File: config.mk
export PLATFORM = sky130hd
export DESIGN_NAME = key_search_dispatcher
export DESIGN_NICKNAME = d
export VERILOG_FILES = /design/src/rtl/key_search_dispatcher.sv
export SDC_FILE = /design/constraint.sdc
export NUM_CORES = 1
export LEC_CHECK = 0
export ABC_AREA = 1
export BUFFER_PORTS_ARGS = -buffer_cell sky130_fd_sc_hd__buf_2
export CAP_MARGIN = 20
export CORE_AREA = 2 2 135 137
export DETAILED_ROUTE_END_ITERATION = 12
export DIE_AREA = 0 0 137 139
export GPL_TIMING_DRIVEN = 0
export HOLD_SLACK_MARGIN = 0.02
export PLACE_DENSITY_LB_ADDON = 0.12
export REMOVE_ABC_BUFFERS = 1
export SYNTH_ARGS = -nofsm -noshare
export SYNTH_HDL_FRONTEND = slang
export SYNTH_SLANG_ARGS = --single-unit
File: constraint.sdc
create_clock -name clk -period 4 [get_ports clk]
set_clock_uncertainty 0.2 [all_clocks]
set_input_delay 0.6 -clock clk [delete_from_list [all_inputs] [get_ports clk]]
set_output_delay 0.6 -clock clk [all_outputs]
set_load 0.01 [all_outputs]
File: src/rtl/key_search_dispatcher.sv
// Multi-core key range dispatcher: hands candidate keys to N_CORES decrypt cores,
// gathers their verdicts, latches the first winning key or flags range exhaustion.
module key_search_dispatcher #(
  parameter int              KEY_W     = 24,
  parameter longint unsigned KEY_FIRST = 0,
  parameter longint unsigned KEY_LIMIT = 64'h400000,
  parameter int              N_CORES   = 4,
  parameter int              IDX_W     = (N_CORES > 1) ? $clog2(N_CORES) : 1
) (
  input  logic                       clk,
  input  logic                       reset,
  input  logic                       enable,
  output logic [N_CORES-1:0]         core_start,
  output logic [N_CORES*KEY_W-1:0]   core_key,
  input  logic [N_CORES-1:0]         core_done,
  input  logic [N_CORES-1:0]         core_success,
  output logic                       busy,
  output logic                       success,
  output logic                       total_failure,
  output logic [KEY_W-1:0]           found_key,
  output logic [IDX_W-1:0]           found_core,
  output logic [KEY_W:0]             keys_tried,
  output logic [9:0]                 LEDR
);

  localparam logic [1:0] IDLE      = 2'd0;
  localparam logic [1:0] RUN       = 2'd1;
  localparam logic [1:0] FOUND     = 2'd2;
  localparam logic [1:0] EXHAUSTED = 2'd3;

  // One extra bit so a limit of 2^KEY_W is reachable without wrapping.
  localparam logic [KEY_W:0] FIRST = (KEY_W+1)'(KEY_FIRST);
  localparam logic [KEY_W:0] LIMIT = (KEY_W+1)'(KEY_LIMIT);

  logic [1:0]         state;
  logic [KEY_W:0]     next_key;
  logic [N_CORES-1:0] core_busy;

  logic [N_CORES-1:0] wins;
  logic [N_CORES-1:0] fails;
  logic               any_win;
  logic [IDX_W-1:0]   win_idx;
  logic [KEY_W-1:0]   win_key;
  logic [KEY_W:0]     fail_count;
  logic               dispatch_ok;
  logic               disp_hit;
  logic [N_CORES-1:0] disp_vec;

  always_comb begin
    wins        = '0;
    fails       = '0;
    if (state == RUN) begin
      wins  = core_done & core_busy & core_success;
      fails = core_done & core_busy & ~core_success;
    end
    any_win     = |wins;

    win_idx     = '0;
    win_key     = '0;
    for (int unsigned i = N_CORES; i > 0; i--) begin
      if (wins[i-1]) begin
        win_idx = IDX_W'(i-1);
        win_key = core_key[(i-1)*KEY_W +: KEY_W];
      end
    end

    fail_count  = '0;
    for (int unsigned i = 0; i < N_CORES; i++) begin
      if (fails[i]) fail_count = fail_count + (KEY_W+1)'(1);
    end

    // A success this cycle halts dispatch immediately, not one cycle later.
    dispatch_ok = (state == RUN) && enable && (next_key < LIMIT) && !any_win;
    disp_hit    = 1'b0;
    disp_vec    = '0;
    for (int unsigned i = 0; i < N_CORES; i++) begin
      if (dispatch_ok && !core_busy[i] && !disp_hit) begin
        disp_hit    = 1'b1;
        disp_vec[i] = 1'b1;
      end
    end
  end

  always_ff @(posedge clk) begin
    if (reset) begin
      state      <= IDLE;
      next_key   <= FIRST;
      core_busy  <= '0;
      core_start <= '0;
      core_key   <= '0;
      found_key  <= '0;
      found_core <= '0;
      keys_tried <= '0;
    end else begin
      core_start <= disp_vec;
      core_busy  <= (core_busy & ~core_done) | disp_vec;
      for (int unsigned i = 0; i < N_CORES; i++) begin
        if (disp_vec[i]) core_key[i*KEY_W +: KEY_W] <= next_key[KEY_W-1:0];
      end
      if (disp_hit) next_key <= next_key + (KEY_W+1)'(1);
      keys_tried <= keys_tried + fail_count;

      case (state)
        IDLE: if (enable) state <= RUN;
        RUN: begin
          if (any_win) begin
            state      <= FOUND;
            found_key  <= win_key;
            found_core <= win_idx;
          end else if (next_key == LIMIT && core_busy == '0) begin
            state <= EXHAUSTED;
          end
        end
        default: ;
      endcase
    end
  end

  assign busy          = (state == RUN);
  assign success       = (state == FOUND);
  assign total_failure = (state == EXHAUSTED);
  assign LEDR          = (state == FOUND)     ? 10'd3 :
                         (state == EXHAUSTED) ? 10'd4 : 10'd0;

endmodule
## Word-level counts from Yosys, hierarchy flattened

Cells that the tools add are included.

- Input port bits: 11
- Register bits: 182
- Output and inout bits: 164

- Add/subtract/negate cells: 5
- Eq/ne operators: 6
- Reductions and logical operators: 25
- Bitwise gates (word level): 7
- $lt $le $gt $ge: 1
- Muxes and demuxes: 27

Operators with widths:

| operator | number |
|---|---|
| $add A25 B1 Y25 const B | 4 |
| $mux W24 | 4 |
| $mux W25 | 3 |
| $add A25 B25 Y25 | 1 |
| $eq A25 B23 Y1 const B | 1 |
| $lt A25 B23 Y1 const B | 1 |
| $and A4 B4 Y4 | 4 |
| $mux W2 | 7 |
| $logic_and A1 B1 Y1 | 11 |
| $logic_not A1 Y1 | 8 |
| $mux W1 | 8 |
| $mux W4 | 2 |
| $not A4 Y4 | 2 |
| $mux W3 | 2 |
| $eq A2 B2 Y1 const B | 2 |
| $logic_not A4 Y1 | 1 |
| $or A4 B4 Y4 | 1 |
| $pmux W2 S2 | 1 |
| $reduce_or A4 Y1 | 1 |
| $ne A3 B1 Y1 const B | 1 |
| $reduce_and A3 Y1 | 1 |
| $eq A2 B1 Y1 const B | 1 |
| $logic_not A2 Y1 | 1 |
| $ne A2 B2 Y1 const B | 1 |
| 2 further kinds | 2 |

## Longest topological paths before layout

Gate-level depths: netlist (run 1).

- Depth in word-level cells: 18
- Depth in mapped cells: 22
- Mapped depth without buffers: 21

## Worst setup path before layout (run 1)

OpenSTA, ideal clock, no wires.

- Path type: input to register
- Start point: input core_done[0]
- End point: register keys_tried[14]
- Library setup time: 0.132 ns
- Stages: 19
- Arrival: 3.363 ns
- Path slack: 0.305 ns
- Path through: nand2_1 -> nor3_1 -> ha_1 -> or2_2 -> nand2_1 -> inv_1 -> ha_1 -> inv_1 -> nand2_1 -> o21ai_0 -> fa_1 -> inv_1 -> nand3_1 -> nand2_1 -> nand2_1 -> nor2_1 -> inv_1 -> o21ai_0 -> a21oi_1

- Longest elaborated chain between the ends: 11

Ends and longest elaborated chain:

| element | line | text |
|---|---|---|
| start, declared | 15 | `input logic [N_CORES-1:0] core_done,` |
| $and A4 B4 Y4 * (2 in series) | 54 | `fails = core_done & core_busy & ~core_success;` |
| $mux W4 * | 52 | `if (state == RUN) begin` |
| $mux W1 * | 69 | `if (fails[i]) fail_count = fail_count + (KEY_W+1)'(1);` |
| $add A25 B1 Y25 | 69 |  |
| $mux W25 * | 69 |  |
| $add A25 B1 Y25 | 69 |  |
| $mux W25 * | 69 |  |
| $add A25 B1 Y25 | 69 |  |
| $mux W25 * | 69 |  |
| $add A25 B25 Y25 * | 101 | `keys_tried <= keys_tried + fail_count;` |
| end signal, assigned | 101 |  |
| end, declared | 22 | `output logic [KEY_W:0] keys_tried,` |

Mark *: on every way between the ends. The rest lies on a longest branch, timed or not.
A chain may end at the register's enable or synchronous reset.

## Worst setup path after layout (run 1)

- Start point: register state[1]
- End point: register core_key[54]

- Longest elaborated chain between the ends: 13
- Elaborated cells on any way between the ends: 17

Ends and longest elaborated chain:

| element | line | text |
|---|---|---|
| start, declared | 35 | `logic [1:0] state;` |
| start signal, assigned | 86 | `state <= IDLE;` |
| start signal, assigned | 104 | `IDLE: if (enable) state <= RUN;` |
| start signal, assigned | 107 | `state <= FOUND;` |
| $eq A2 B1 Y1 * | 52, 73 |  |
| $mux W4 | 52 |  |
| $reduce_or A4 Y1 | 56 | `any_win = \|wins;` |
| $logic_not A1 Y1 | 73 | `dispatch_ok = (state == RUN) && enable && (next_key < LIMIT) && !any_win;` |
| $logic_and A1 B1 Y1 * | 73 |  |
| $logic_and A1 B1 Y1 | 77 | `if (dispatch_ok && !core_busy[i] && !disp_hit) begin` |
| $mux W1 | 77 |  |
| $logic_not A1 Y1 | 77 |  |
| $logic_and A1 B1 Y1 | 77 |  |
| $mux W1 | 77 |  |
| $logic_not A1 Y1 | 77 |  |
| $logic_and A1 B1 Y1 * | 77 |  |
| $mux W1 * | 77 |  |
| end signal, assigned by index | 98 | `if (disp_vec[i]) core_key[i*KEY_W +: KEY_W] <= next_key[KEY_W-1:0];` |
| end, declared | 14 | `output logic [N_CORES*KEY_W-1:0] core_key,` |

Marked as above.

==> summary.txt, run 1 <==
result of the run - completed
maximum vdd ir drop - 0.0003359 V
Post-layout nets - 1383
number of H-tree branching levels - 4
largest net degree at the start of global routing - 74
min cycle time layout - 3744 ps
number of iterations in the first detailed-routing pass - 5
share of async-settable or async-resettable flops after synthesis - 0%
most repeated cell in the gate-level netlist after synthesis - sky130_fd_sc_hd__nand2_1
register area - 3646 um^2
unrepaired setup endpoints after global routing - false
cell types with the highest counts after synthesis - sky130_fd_sc_hd__nand2_1 (334), sky130_fd_sc_hd__dfxtp_1 (182), sky130_fd_sc_hd__a21oi_1 (165)
post-synthesis average cell area - 7.001 um^2
sequential cell area fraction in the yosys report - 42.14%
number of placement rows - 49
main combinational cell family by area after synthesis - simple AND/OR/NAND/NOR gates
most frequently used flop master after synthesis - sky130_fd_sc_hd__dfxtp_1
effective utilization at floorplan - 48.97%
Static Leak - 4.516 nW
via count - 8601
dominant cell type by area after synthesis - sky130_fd_sc_hd__dfxtp_1
Antenna Violating Nets Remaining - 0
library cell contributing the largest single delay on the critical path - sky130_fd_sc_hd__nand3_2
root buf cell - sky130_fd_sc_hd__clkbuf_16
clock-pin slew on the worst setup and hold paths - 70 ps
global-route wire length before repair - 39.90 mm
All-Layer GR Usage - 26.12%
arrival time at the worst endpoint - 3840 ps
chain of cells forming the critical path - inv_2, nand2_4, inv_2, nand2_2, nand2_4, nor2_4, nand3_2, inv_4, nand2_2, nand2_1, a21oi_1
signed area change from the synthesized netlist to the final layout - 18.38%
count of antenna diodes in the layout - 0
WL final - 25.27 mm
Total Die Area - 19040 um^2
drt first-iter violations - 591
top-level port count - 175
worst-case headroom to the max-slew limit - 26.13%
post-layout utilization of the core - 57.96%
simple-gate area share of the yosys netlist - 31.51%
fraction of synthesized cell area taken by the top area cell type - 42.14%
count of hold-fix buffers inserted at cts - 0
number of enable-type register cells in the synthesized netlist - 0
period utilisation layout - 93.61%
Mapped Area - 8646 um^2
CTS Sinks - 182
clock buffer count from CTS - 17
Design Power - 4.040 mW
final cell count without fillers - 1602
main area contributors after synthesis - sky130_fd_sc_hd__dfxtp_1 (42%), sky130_fd_sc_hd__nand2_1 (15%), sky130_fd_sc_hd__a21oi_1 (9.6%)
distinct cell type count after synthesis - 39
vias per cell - 5.369
fraction of final layout cells with drive strength greater than 1 - 18.72%
total count of hold-check failures in the final report - 0
antenna violations before repair - 0
chip width - 137 um
number of setup violations in the final report - 0
worst stage delay on the critical path - 500 ps
RD Place Congestion - 0.9150
number of synthesized register bits - 182
clock latency on the worst-skew pair - 430 ps
Remaining DRCs - 0
fraction of synthesized area in multiplexers - 0%
WP data required - 4100 ps
Max Slew Vio Count - 0
Final HPWL DP - 17.09 mm
synthesized-area fraction occupied by ao, oa, aoi and oai cells - 14.75%
die span in y - 139 um
total overflow reported by the global router - 0
Adder-Cell Fraction of Synth Area - 1.534%
multi-input combinational cell area - 4413 um^2
worst-path maximum fanout - 26
Filler cells - 1735
number of maximum-capacitance constraint violations - 0
worst min-delay path class - reg -> reg
buffer levels on the longest clock path - 2
Placed Cells - 1570
highest attainable clock frequency - 0.2671 GHz
xor and xnor fraction of the mapped netlist area - 2.026%
yosys synthesis warning count - 0
vias in the first global route - 7567
Post-Syn Instances - 1235
nature of the critical path endpoint - flop
Placeable Area - 17660 um^2
clock tree from TritonCTS - built
power density cells - 394.8 nW/um^2
startpoint type of the worst setup path - flop
Avg WL per Cell - 15.78 um
transition time of the tightest slew-check pin - 1105 ps
CP Class - reg -> reg
port buffer count - 167
final hold slack - 225.5 ps
==> worst max-delay path: cells and delay by family (launching register included) <==
| kind | cells | cell delay [ps] |
|---|---|---|
| buffers and inverters | 3 | 620 |
| and+or+nand+nor | 7 | 2330 |
| AOI/OAI and AO/OA | 1 | 80 |
| DFF | 1 | 350 |
==> metrics by stage <==
stage	worst slack (ps)	TNS, ps	cell area (um^2)
finish	255.7	0	10230
global route	65.00	0	10230
CTS	39.71	0	10210
detailed placement	-1439	-45910	9584
global placement	-2113	-135860	9392
floorplan	309.6	0	8269
==> worst paths after layout <==
check             cells past startpoint                      start  slack [ps]                        end
setup reg to reg                     11      state[1]$_SDFFE_PP0P_         260  core_key[54]$_SDFFE_PP0P_
hold reg to reg                       2  next_key[23]$_SDFFE_PP0P_         230  next_key[23]$_SDFFE_PP0P_
hold / removal                        2  next_key[23]$_SDFFE_PP0P_         230  next_key[23]$_SDFFE_PP0P_
setup / recovery                     11      state[1]$_SDFFE_PP0P_         260  core_key[54]$_SDFFE_PP0P_
==> registers in the layout (all words and copies together), names as in the netlist <==
signal	flops
core_busy	4
found_key	24
core_key	96
state	2
found_core	2
next_key	25
core_start	4
keys_tried	25
==> routing by layer <==
layer	vias to the layer above	track usage, %	part of all wire, %
li1	4307	-	-
met1	3994	34.55	44
met2	259	43.89	48
met3	41	3.399	5.6
met4	0	8.302	2.1
met5	-	0	0
==> kinds of logic (layout without fill, tap and decap cells) <==
| family | count (synthesis) | after routing |
|---|---|---|
| and+or+nand+nor | 637 | 638 |
| AOI/OAI and AO/OA | 231 | 231 |
| DFF | 182 | 182 |
| buffers and inverters | 154 | 284 |
| xor gates and xnor gates | 20 | 20 |
| adders and majority gates | 10 | 10 |
| other | 1 | 8 |
==> layout by cell type (no fill, tap or decap), types with 2 or more instances in the layout <==
cell	count
sky130_fd_sc_hd__nand2_1	332
sky130_fd_sc_hd__dfxtp_1	180
sky130_fd_sc_hd__buf_2	166
sky130_fd_sc_hd__a21oi_1	164
sky130_fd_sc_hd__nor2_1	144
sky130_fd_sc_hd__inv_1	69
sky130_fd_sc_hd__nand3_1	60
sky130_fd_sc_hd__nand4_1	37
sky130_fd_sc_hd__o21ai_0	30
sky130_fd_sc_hd__nor3_1	27
sky130_fd_sc_hd__o211ai_1	24
sky130_fd_sc_hd__xor2_1	19
sky130_fd_sc_hd__clkbuf_16	17
sky130_fd_sc_hd__or2_2	11
sky130_fd_sc_hd__ha_1	9
sky130_fd_sc_hd__nor2_4	8
sky130_fd_sc_hd__conb_1	8
sky130_fd_sc_hd__inv_2	7
sky130_fd_sc_hd__clkinv_4	5
sky130_fd_sc_hd__nand2_2	4
sky130_fd_sc_hd__nor2_2	4
sky130_fd_sc_hd__nor3_2	3
sky130_fd_sc_hd__nand3_2	3
sky130_fd_sc_hd__buf_8	3
sky130_fd_sc_hd__buf_16	3
sky130_fd_sc_hd__a21o_1	2
sky130_fd_sc_hd__o21a_1	2
sky130_fd_sc_hd__nand2_4	2
sky130_fd_sc_hd__clkbuf_8	2
sky130_fd_sc_hd__bufinv_16	2
sky130_fd_sc_hd__dfxtp_2	2
sky130_fd_sc_hd__buf_4	2
sky130_fd_sc_hd__buf_6	2
==> layout make-up <==
cell class                      count  share of cell area (%)
Inverter                           77                   2.848
Multi-Input combinational cell    907                   43.12
Clock inverter                     10                   1.222
Timing Repair Buffer              177                   9.927
Tap cell                          229                   2.800
Clock buffer                       20                   4.462
Sequential cell                   182                   35.62
==> what timing repair did <==
item / 4_1_cts / 5_1_grt
gates resized for setup: 7 / 9
pin swaps: 1 / 0
cloned: 1 / 0
setup buffers: 1 / 0
setup endpoints to repair: 54 / 21
==> where the power goes <==
| group | switching (mW) | internal, mW | leakage, nW | total [mW] |
|---|---|---|---|---|
| Clock | 0.730 | 0.953 | 0.283 | 1.68 |
| Sequential | 0.0681 | 1.88 | 1.47 | 1.94 |
| Combinational | 0.279 | 0.133 | 2.76 | 0.413 |
| Total | 1.08 | 2.96 | 4.52 | 4.04 |
Note: power is estimated with default switching activity, not from simulation.
==> run 2, diff against run 1 <==
ABC_AREA = default   (was 1)
CORE_AREA = 2 2 129 131   (was 2 2 135 137)
DIE_AREA = 0 0 131 133   (was 0 0 137 139)
==> run 2 against run 1 <==
  * Area after synthesis shrank 9.5%
  * Via count shrank 22%
  * Utilization grew 0.38 points
  * Synthesized cell count shrank 30%
  * Total power shrank 11%
  * First-iteration DRC count grew 0.68%
  * Worst hold slack gained 25 ps
  * Sequential cell count is the same
  * Setup slack gained 89 ps
  * Wire length shrank 17%
  * Largest cell class unchanged
  * Highest routed layer unchanged
==> summary.txt, run 2 <==
result of the run - completed (unchanged)
min cycle time layout - 3655 ps (was 3744 ps)
total overflow reported by the global router - 0 (unchanged)
register containing the most flip-flops in the final layout - core_key (unchanged)
transition time of the tightest slew-check pin - 1030 ps (was 1105 ps)
worst min-delay path class - in -> reg (was reg -> reg)
Mapped Area - 7829 um^2 (was 8646 um^2)
share of total power in combinational logic - 3.4% (was 10.2%)
most common cell after layout, fill and taps aside - sky130_fd_sc_hd__dfxtp_1 (was sky130_fd_sc_hd__nand2_1)
most frequently used flop master after synthesis - sky130_fd_sc_hd__dfxtp_1 (unchanged)
net load switching power - 0.8384 mW (was 1.077 mW)
clock buffer count from CTS - 17 (unchanged)
fraction of final layout cells with drive strength greater than 1 - 23.58% (was 18.72%)
All-Layer GR Usage - 23.94% (was 26.12%)
number of enable-type register cells in the synthesized netlist - 0 (unchanged)
worst-path maximum fanout - 13 (was 26)
number of maximum-capacitance constraint violations - 0 (unchanged)
largest net degree at the start of global routing - 130 (was 74)
clock latency on the worst-skew pair - 430 ps (about the same)
most repeated cell in the gate-level netlist after synthesis - sky130_fd_sc_hd__dfxtp_1 (was sky130_fd_sc_hd__nand2_1)
Filler cells - 1491 (was 1735)
met1 layer usage reported by global route - 34.18% (was 34.55%)
RD Place Congestion - 0.7707 (was 0.9150)
Total Die Area - 17420 um^2 (was 19040 um^2)
via count - 6709 (was 8601)
die span in y - 133 um (was 139 um)
share of async-settable or async-resettable flops after synthesis - 0% (unchanged)
WP data required - 4150 ps (was 4100 ps)
total count of hold-check failures in the final report - 0 (unchanged)
arrival time at the worst endpoint - 3810 ps (was 3840 ps)
relative contribution of the clock network to total power - 45.5% (was 41.7%)
Post-layout nets - 1009 (was 1383)
top library cells by usage in the layout, fill and taps aside - sky130_fd_sc_hd__dfxtp_1 (179), sky130_fd_sc_hd__buf_2 (166), sky130_fd_sc_hd__nor2_1 (104) (was sky130_fd_sc_hd__nand2_1 (332), sky130_fd_sc_hd__dfxtp_1 (180), sky130_fd_sc_hd__buf_2 (166))
nature of the critical path endpoint - flop (unchanged)
sequential cell fraction of total power - 51.1% (was 48.1%)
chip width - 131 um (was 137 um)
switching part of the total power - 23.44% (was 26.65%)
antenna violations before repair - 0 (unchanged)
CTS Sinks - 182 (unchanged)
count of antenna diodes in the layout - 0 (unchanged)
highest attainable clock frequency - 0.2736 GHz (was 0.2671 GHz)
clock tree from TritonCTS - built (unchanged)
main area contributors after synthesis - sky130_fd_sc_hd__dfxtp_1 (47%), sky130_fd_sc_hd__mux2i_1 (8.7%), sky130_fd_sc_hd__nor2_1 (5.2%) (was sky130_fd_sc_hd__dfxtp_1 (42%), sky130_fd_sc_hd__nand2_1 (15%), sky130_fd_sc_hd__a21oi_1 (9.6%))
Avg WL per Cell - 17.11 um (was 15.78 um)
post-layout utilization of the core - 58.34% (was 57.96%)
clock-pin slew on the worst setup and hold paths - 60 ps (was 70 ps)
effective utilization at floorplan - 48.41% (was 48.97%)
drt first-iter violations - 595 (was 591)
number of H-tree branching levels - 4 (unchanged)
CP Class - reg -> reg (unchanged)
startpoint type of the worst setup path - flop (unchanged)
Antenna Violating Nets Remaining - 0 (unchanged)
buffer levels on the longest clock path - 2 (unchanged)
signed area change from the synthesized netlist to the final layout - 20.52% (was 18.38%)
distinct cell type count after synthesis - 53 (was 39)
count of hold-fix buffers inserted at cts - 0 (unchanged)
register area - 3650 um^2 (was 3646 um^2)
Remaining DRCs - 0 (unchanged)
post-synthesis average cell area - 9.103 um^2 (was 7.001 um^2)
layer with the highest usage after global routing - met2 (unchanged)
sequential cell area fraction in the yosys report - 46.54% (was 42.14%)
final hold slack - 250.4 ps (was 225.5 ps)
yosys synthesis warning count - 0 (unchanged)
number of setup violations in the final report - 0 (unchanged)
period utilisation layout - 91.38% (was 93.61%)
number of iterations in the first detailed-routing pass - 4 (was 5)
multi-input combinational cell area - 3842 um^2 (was 4413 um^2)
top-level port count - 175 (unchanged)
Power Internal - 2.739 mW (was 2.964 mW)
Post-Syn Instances - 860 (was 1235)
Final HPWL DP - 13.57 mm (was 17.09 mm)
worst-case headroom to the max-slew limit - 31.24% (was 26.13%)
largest registers - core_key: 96 flops, keys_tried: 25 flops, next_key: 25 flops (unchanged)
cell types with the highest counts after synthesis - sky130_fd_sc_hd__dfxtp_1 (182), sky130_fd_sc_hd__nor2_1 (108), sky130_fd_sc_hd__mux2i_1 (68) (was sky130_fd_sc_hd__nand2_1 (334), sky130_fd_sc_hd__dfxtp_1 (182), sky130_fd_sc_hd__a21oi_1 (165))
Static Leak - 4.152 nW (was 4.516 nW)
vias in the first global route - 5991 (was 7567)
maximum vdd ir drop - 0.0003020 V (was 0.0003359 V)
dominant cell type by area after synthesis - sky130_fd_sc_hd__dfxtp_1 (unchanged)
fraction of synthesized cell area taken by the top area cell type - 46.54% (was 42.14%)
met2 demand-to-capacity share in global routing - 36.76% (was 43.89%)
global-route wire length before repair - 32.55 mm (was 39.90 mm)
unrepaired setup endpoints after global routing - false (unchanged)
vias per cell - 5.495 (was 5.369)
Max Slew Vio Count - 0 (unchanged)
port buffer count - 167 (unchanged)
number of synthesized register bits - 182 (unchanged)
number of placement rows - 47 (was 49)
Placeable Area - 16170 um^2 (was 17660 um^2)
root buf cell - sky130_fd_sc_hd__clkbuf_16 (unchanged)
WL final - 20.89 mm (was 25.27 mm)
power density cells - 379.1 nW/um^2 (was 394.8 nW/um^2)
flip-flop count of the largest register, all copies and words added - 96 (unchanged)
GR Util met3 - 4.165% (was 3.399%)
## run 2: cell count changes after synthesis, moves of 21 or more
cell / delta
sky130_fd_sc_hd__nand4_1: -23
sky130_fd_sc_hd__nor3_1: -24
sky130_fd_sc_hd__o211ai_1: -21
sky130_fd_sc_hd__a22o_1: +24
sky130_fd_sc_hd__nand3_1: -45
sky130_fd_sc_hd__mux2i_1: +68
sky130_fd_sc_hd__nor2_1: -38
sky130_fd_sc_hd__inv_1: -53
sky130_fd_sc_hd__a222oi_1: +24
sky130_fd_sc_hd__clkbuf_1: +22
sky130_fd_sc_hd__nand2_1: -273
sky130_fd_sc_hd__a21oi_1: -113
sky130_fd_sc_hd__o21ai_0: +33
## run 2: power groups by stage
stage	Combinational, mW	Clock [mW]	Sequential [mW]
3_3_place_gp	0.102	0	1.87
2_1_floorplan	0.0464	0	1.87
3_5_place_dp	0.121	0	1.87
5_1_grt	0.134	1.74	1.83
6_report	0.122	1.63	1.83
4_1_cts	0.121	1.65	1.83
## run 2: final timing paths
check / depth (start not counted) / slack (ps) / from / to
worst max-delay path: 13 / 340 / core_busy[0]$_SDFF_PP0_ / keys_tried[14]$_SDFF_PP0_
worst min-delay path: 3 / 250 / core_done[0] / core_busy[0]$_SDFF_PP0_
worst max register to register: 13 / 340 / core_busy[0]$_SDFF_PP0_ / keys_tried[14]$_SDFF_PP0_
worst min register to register: 1 / 290 / core_key[94]$_SDFFE_PP0P_ / core_key[94]$_SDFFE_PP0P_
## run 2: what timing repair did
action,CTS,global route
setup buffers,1,0
cloned,0,0
pin swaps,1,0
endpoints found under the setup margin,15,13
endpoints found under the hold margin,0,0
gates resized for setup,2,6
## run 2: per-stage QoR
stage / std cells / cell area (um^2) / setup TNS [ps] / total power, mW / setup WS, ps
after floorplan: 789 / 7483 / 0 / 1.914 / 384.6
after global placement: 1176 / 8594 / -68220 / 1.974 / -2109
after detailed placement: 1188 / 8841 / -1303 / 1.990 / -224.6
after CTS: 1221 / 9415 / 0 / 3.602 / 147.0
after global routing: 1221 / 9435 / 0 / 3.698 / 3.835
final: 1221 / 9435 / 0 / 3.577 / 344.7
## run 2: cell type report
class | count | area share (%)
Multi-Input combinational cell | 590 | 40.72
Sequential cell | 182 | 38.68
Timing Repair Buffer | 180 | 11.02
Clock buffer | 19 | 4.694
Tap cell | 220 | 2.917
Clock inverter | 13 | 1.286
Inverter | 17 | 0.6763
## run 2: cell families after synthesis
group                    synth area share [%]
AO/OA/AOI/OAI                           15.42
XOR/XNOR                                2.797
adder cells (fa/ha/maj)                 1.694
buffers and inverters                   5.562
flip-flops                              46.54
multiplexers                            8.838
other                                 0.04790
AND/OR/NAND/NOR                         19.10
## run 2: layer usage
| layer | share of wire, % | routed length, um |
|---|---|---|
| met5 | 0 | 0 |
| met4 | 1.7 | 359 |
| met3 | 4.7 | 990 |
| met2 | 47 | 9806 |
| met1 | 47 | 9731 |
## run 2: worst max-delay path, cell delays in order (launching register included)
cell and delay, ps:
sky130_fd_sc_hd__dfxtp_2 510, sky130_fd_sc_hd__nand4b_1 180, sky130_fd_sc_hd__nor2_1 190, sky130_fd_sc_hd__ha_1 280, sky130_fd_sc_hd__xor2_1 240, sky130_fd_sc_hd__xor2_1 210, sky130_fd_sc_hd__ha_1 200, sky130_fd_sc_hd__inv_1 50
sky130_fd_sc_hd__fa_1 380, sky130_fd_sc_hd__nor2b_1 180, sky130_fd_sc_hd__o21a_2 240, sky130_fd_sc_hd__o211ai_1 180, sky130_fd_sc_hd__or3_1 390, sky130_fd_sc_hd__a21oi_1 140
==> run 3, diff against run 2 <==
BUFFER_PORTS_ARGS = default   (was -buffer_cell sky130_fd_sc_hd__buf_2)
DONT_BUFFER_PORTS = 1   (was default)
==> run 3 against run 2 <==
  * Sequential power barely moved
  * Non-clock buffer count fell by 163
  * Combinational power fell by 37%
  * Register-to-register slack improved by 30 ps
  * Via count fell by 6.3%
  * Count of clock-buffer cells in the layout fell by 2
  * Die area did not move
  * Global-route usage barely moved
  * Utilization fell by 4.9 points
==> summary.txt, run 3 (synthesis results as in run 2) <==
worst-case headroom to the max-slew limit - 37.91% (was 31.24%)
number of maximum-capacitance constraint violations - 0 (unchanged)
Avg WL per Cell - 20.02 um (was 17.11 um)
flip-flop count of the largest register, all copies and words added - 96 (unchanged)
number of iterations in the first detailed-routing pass - 6 (was 4)
total overflow reported by the global router - 0 (unchanged)
via count - 6288 (was 6709)
fraction of final layout cells with drive strength greater than 1 - 8.592% (was 23.58%)
Remaining DRCs - 0 (unchanged)
clock latency on the worst-skew pair - 430 ps (about the same)
die span in y - 133 um (unchanged)
port buffer count - 0 (was 167)
Placeable Area - 16170 um^2 (unchanged)
CP Class - reg -> reg (unchanged)
root buf cell - sky130_fd_sc_hd__clkbuf_16 (unchanged)
Setup WS pre-CTS - -693.0 ps (was -224.6 ps)
Power Internal - 2.778 mW (was 2.739 mW)
global-route wire length before repair - 32.22 mm (was 32.55 mm)
antenna violations before repair - 0 (unchanged)
maximum vdd ir drop - 0.0002994 V (was 0.0003020 V)
post-layout utilization of the core - 53.46% (was 58.34%)
count of antenna diodes in the layout - 0 (unchanged)
drt first-iter violations - 422 (was 595)
worst-path maximum fanout - 16 (was 13)
transition time of the tightest slew-check pin - 930.4 ps (was 1030 ps)
Max Slew Vio Count - 0 (unchanged)
net load switching power - 0.8146 mW (was 0.8384 mW)
chip width - 131 um (unchanged)
Total Die Area - 17420 um^2 (unchanged)
period utilisation layout - 90.74% (was 91.38%)
register containing the most flip-flops in the final layout - core_key (unchanged)
clock tree from TritonCTS - built (unchanged)
nature of the critical path endpoint - flop (unchanged)
relative contribution of the clock network to total power - 46.9% (was 45.5%)
number of H-tree branching levels - 4 (unchanged)
worst min-delay path class - in -> reg (unchanged)
signed area change from the synthesized netlist to the final layout - 10.44% (was 20.52%)
Static Leak - 3.248 nW (was 4.152 nW)
switching part of the total power - 22.67% (was 23.44%)
arrival time at the worst endpoint - 3790 ps (was 3810 ps)
Total Neg Setup Slack - 0 ps (unchanged)
top-level port count - 175 (unchanged)
startpoint type of the worst setup path - flop (unchanged)
Final HPWL DP - 14.06 mm (was 13.57 mm)
total count of hold-check failures in the final report - 0 (unchanged)
clock-pin slew on the worst setup and hold paths - 70 ps (was 60 ps)
Worst Slack Setup Final - 370.2 ps (was 344.7 ps)
min cycle time layout - 3630 ps (was 3655 ps)
CTS Sinks - 182 (unchanged)
buffer levels on the longest clock path - 2 (unchanged)
highest attainable clock frequency - 0.2755 GHz (was 0.2736 GHz)
top library cells by usage in the layout, fill and taps aside - sky130_fd_sc_hd__dfxtp_1 (179), sky130_fd_sc_hd__nor2_1 (104), sky130_fd_sc_hd__mux2i_1 (68) (was sky130_fd_sc_hd__dfxtp_1 (179), sky130_fd_sc_hd__buf_2 (166), sky130_fd_sc_hd__nor2_1 (104))
number of setup violations in the final report - 0 (unchanged)
unrepaired setup endpoints after global routing - false (unchanged)
effective utilization at floorplan - 48.41% (unchanged)
most common cell after layout, fill and taps aside - sky130_fd_sc_hd__dfxtp_1 (unchanged)
power density cells - 415.5 nW/um^2 (was 379.1 nW/um^2)
clock buffer count from CTS - 17 (unchanged)
Antenna Violating Nets Remaining - 0 (unchanged)
Post-layout nets - 846 (was 1009)
number of placement rows - 47 (unchanged)
vias per cell - 5.943 (was 5.495)
final hold slack - 33.65 ps (was 250.4 ps)
Design Power - 3.592 mW (was 3.577 mW)
share of total power in combinational logic - 2.2% (was 3.4%)
largest registers - core_key: 96 flops, keys_tried: 25 flops, next_key: 25 flops (unchanged)
sequential cell fraction of total power - 51.0% (was 51.1%)
All-Layer GR Usage - 23.92% (was 23.94%)
largest net degree at the start of global routing - 183 (was 130)
WL final - 21.18 mm (was 20.89 mm)
RD Place Congestion - 0.8532 (was 0.7707)
vias in the first global route - 5951 (was 5991)
result of the run - completed (unchanged)
WP data required - 4160 ps (was 4150 ps)
==> run 3: cell types whose count changed in the layout (fill, tap and decap cells not counted), moves of 2 or more <==
cell                            change
sky130_fd_sc_hd__clkinvlp_4         +3
sky130_fd_sc_hd__buf_16             -2
sky130_fd_sc_hd__buf_2            -166
sky130_fd_sc_hd__buf_12             +2
sky130_fd_sc_hd__dlygate4sd3_1      +2
sky130_fd_sc_hd__clkinv_2           -3
sky130_fd_sc_hd__nor2_2             +2
sky130_fd_sc_hd__nor2_4             -2
==> run 3: what timing repair did <==
action,CTS,global route
gates resized for setup,4,5
hold buffers,0,2
pin swaps,0,1
setup endpoints to repair,22,5
cloned,0,0
endpoints found under the hold margin,0,2
setup buffers,1,1
==> run 3: worst paths after layout <==
path	startpoint	endpoint	slack [ps]	cells after the start
min	reset	core_key[63]$_SDFFE_PP0P_	30	1
max reg2reg	core_busy[0]$_SDFF_PP0_	keys_tried[20]$_SDFF_PP0_	370	13
min reg2reg	next_key[22]$_SDFFE_PP0P_	next_key[22]$_SDFFE_PP0P_	330	2
max	core_busy[0]$_SDFF_PP0_	keys_tried[20]$_SDFF_PP0_	370	13
==> run 3: worst max-delay path, stage by stage, from the launching register on <==
cell	delay [ps]
sky130_fd_sc_hd__dfxtp_4	500
sky130_fd_sc_hd__nand4b_1	200
sky130_fd_sc_hd__nor2_2	170
sky130_fd_sc_hd__ha_1	270
sky130_fd_sc_hd__xor2_1	240
sky130_fd_sc_hd__xor2_1	190
sky130_fd_sc_hd__ha_1	190
sky130_fd_sc_hd__inv_1	50
sky130_fd_sc_hd__fa_1	370
sky130_fd_sc_hd__nor2b_1	180
sky130_fd_sc_hd__o21a_2	240
sky130_fd_sc_hd__o2111ai_2	210
sky130_fd_sc_hd__or3_1	370
sky130_fd_sc_hd__a21oi_1	160
==> run 3: power by group through the flow <==
| stage | registers, mW | clock network, mW | logic (mW) |
|---|---|---|---|
| 2_1_floorplan | 1.87 | 0 | 0.0464 |
| 3_3_place_gp | 1.87 | 0 | 0.0616 |
| 3_5_place_dp | 1.87 | 0 | 0.0695 |
| 4_1_cts | 1.83 | 1.72 | 0.0740 |
| 5_1_grt | 1.83 | 1.79 | 0.0841 |
| 6_report | 1.83 | 1.68 | 0.0774 |
==> run 3: cell type report <==
cell class | instances | area (um^2)
clock buffer | 17 | 425.4
clock inverter | 15 | 167.7
fill | 1453 | 7526
inverter | 17 | 63.81
multi-input combinational | 590 | 3832
sequential | 182 | 3652
tap | 220 | 275.3
timing repair buffer | 17 | 229.0
==> run 3: metal layers <==
| layer | wire length (um) | GRT usage [%] |
|---|---|---|
| met5 | 0 | 0 |
| met4 | 552 | 9.338 |
| met3 | 1784 | 6.187 |
| met2 | 10130 | 38.28 |
| met1 | 8707 | 30.74 |
==> run 3: through the flow <==
step	instance area [um^2]	instances
floorplan	7483	789
global placement	7759	1009
detailed placement	7969	1021
CTS	8584	1054
global route	8646	1058
finish	8646	1058
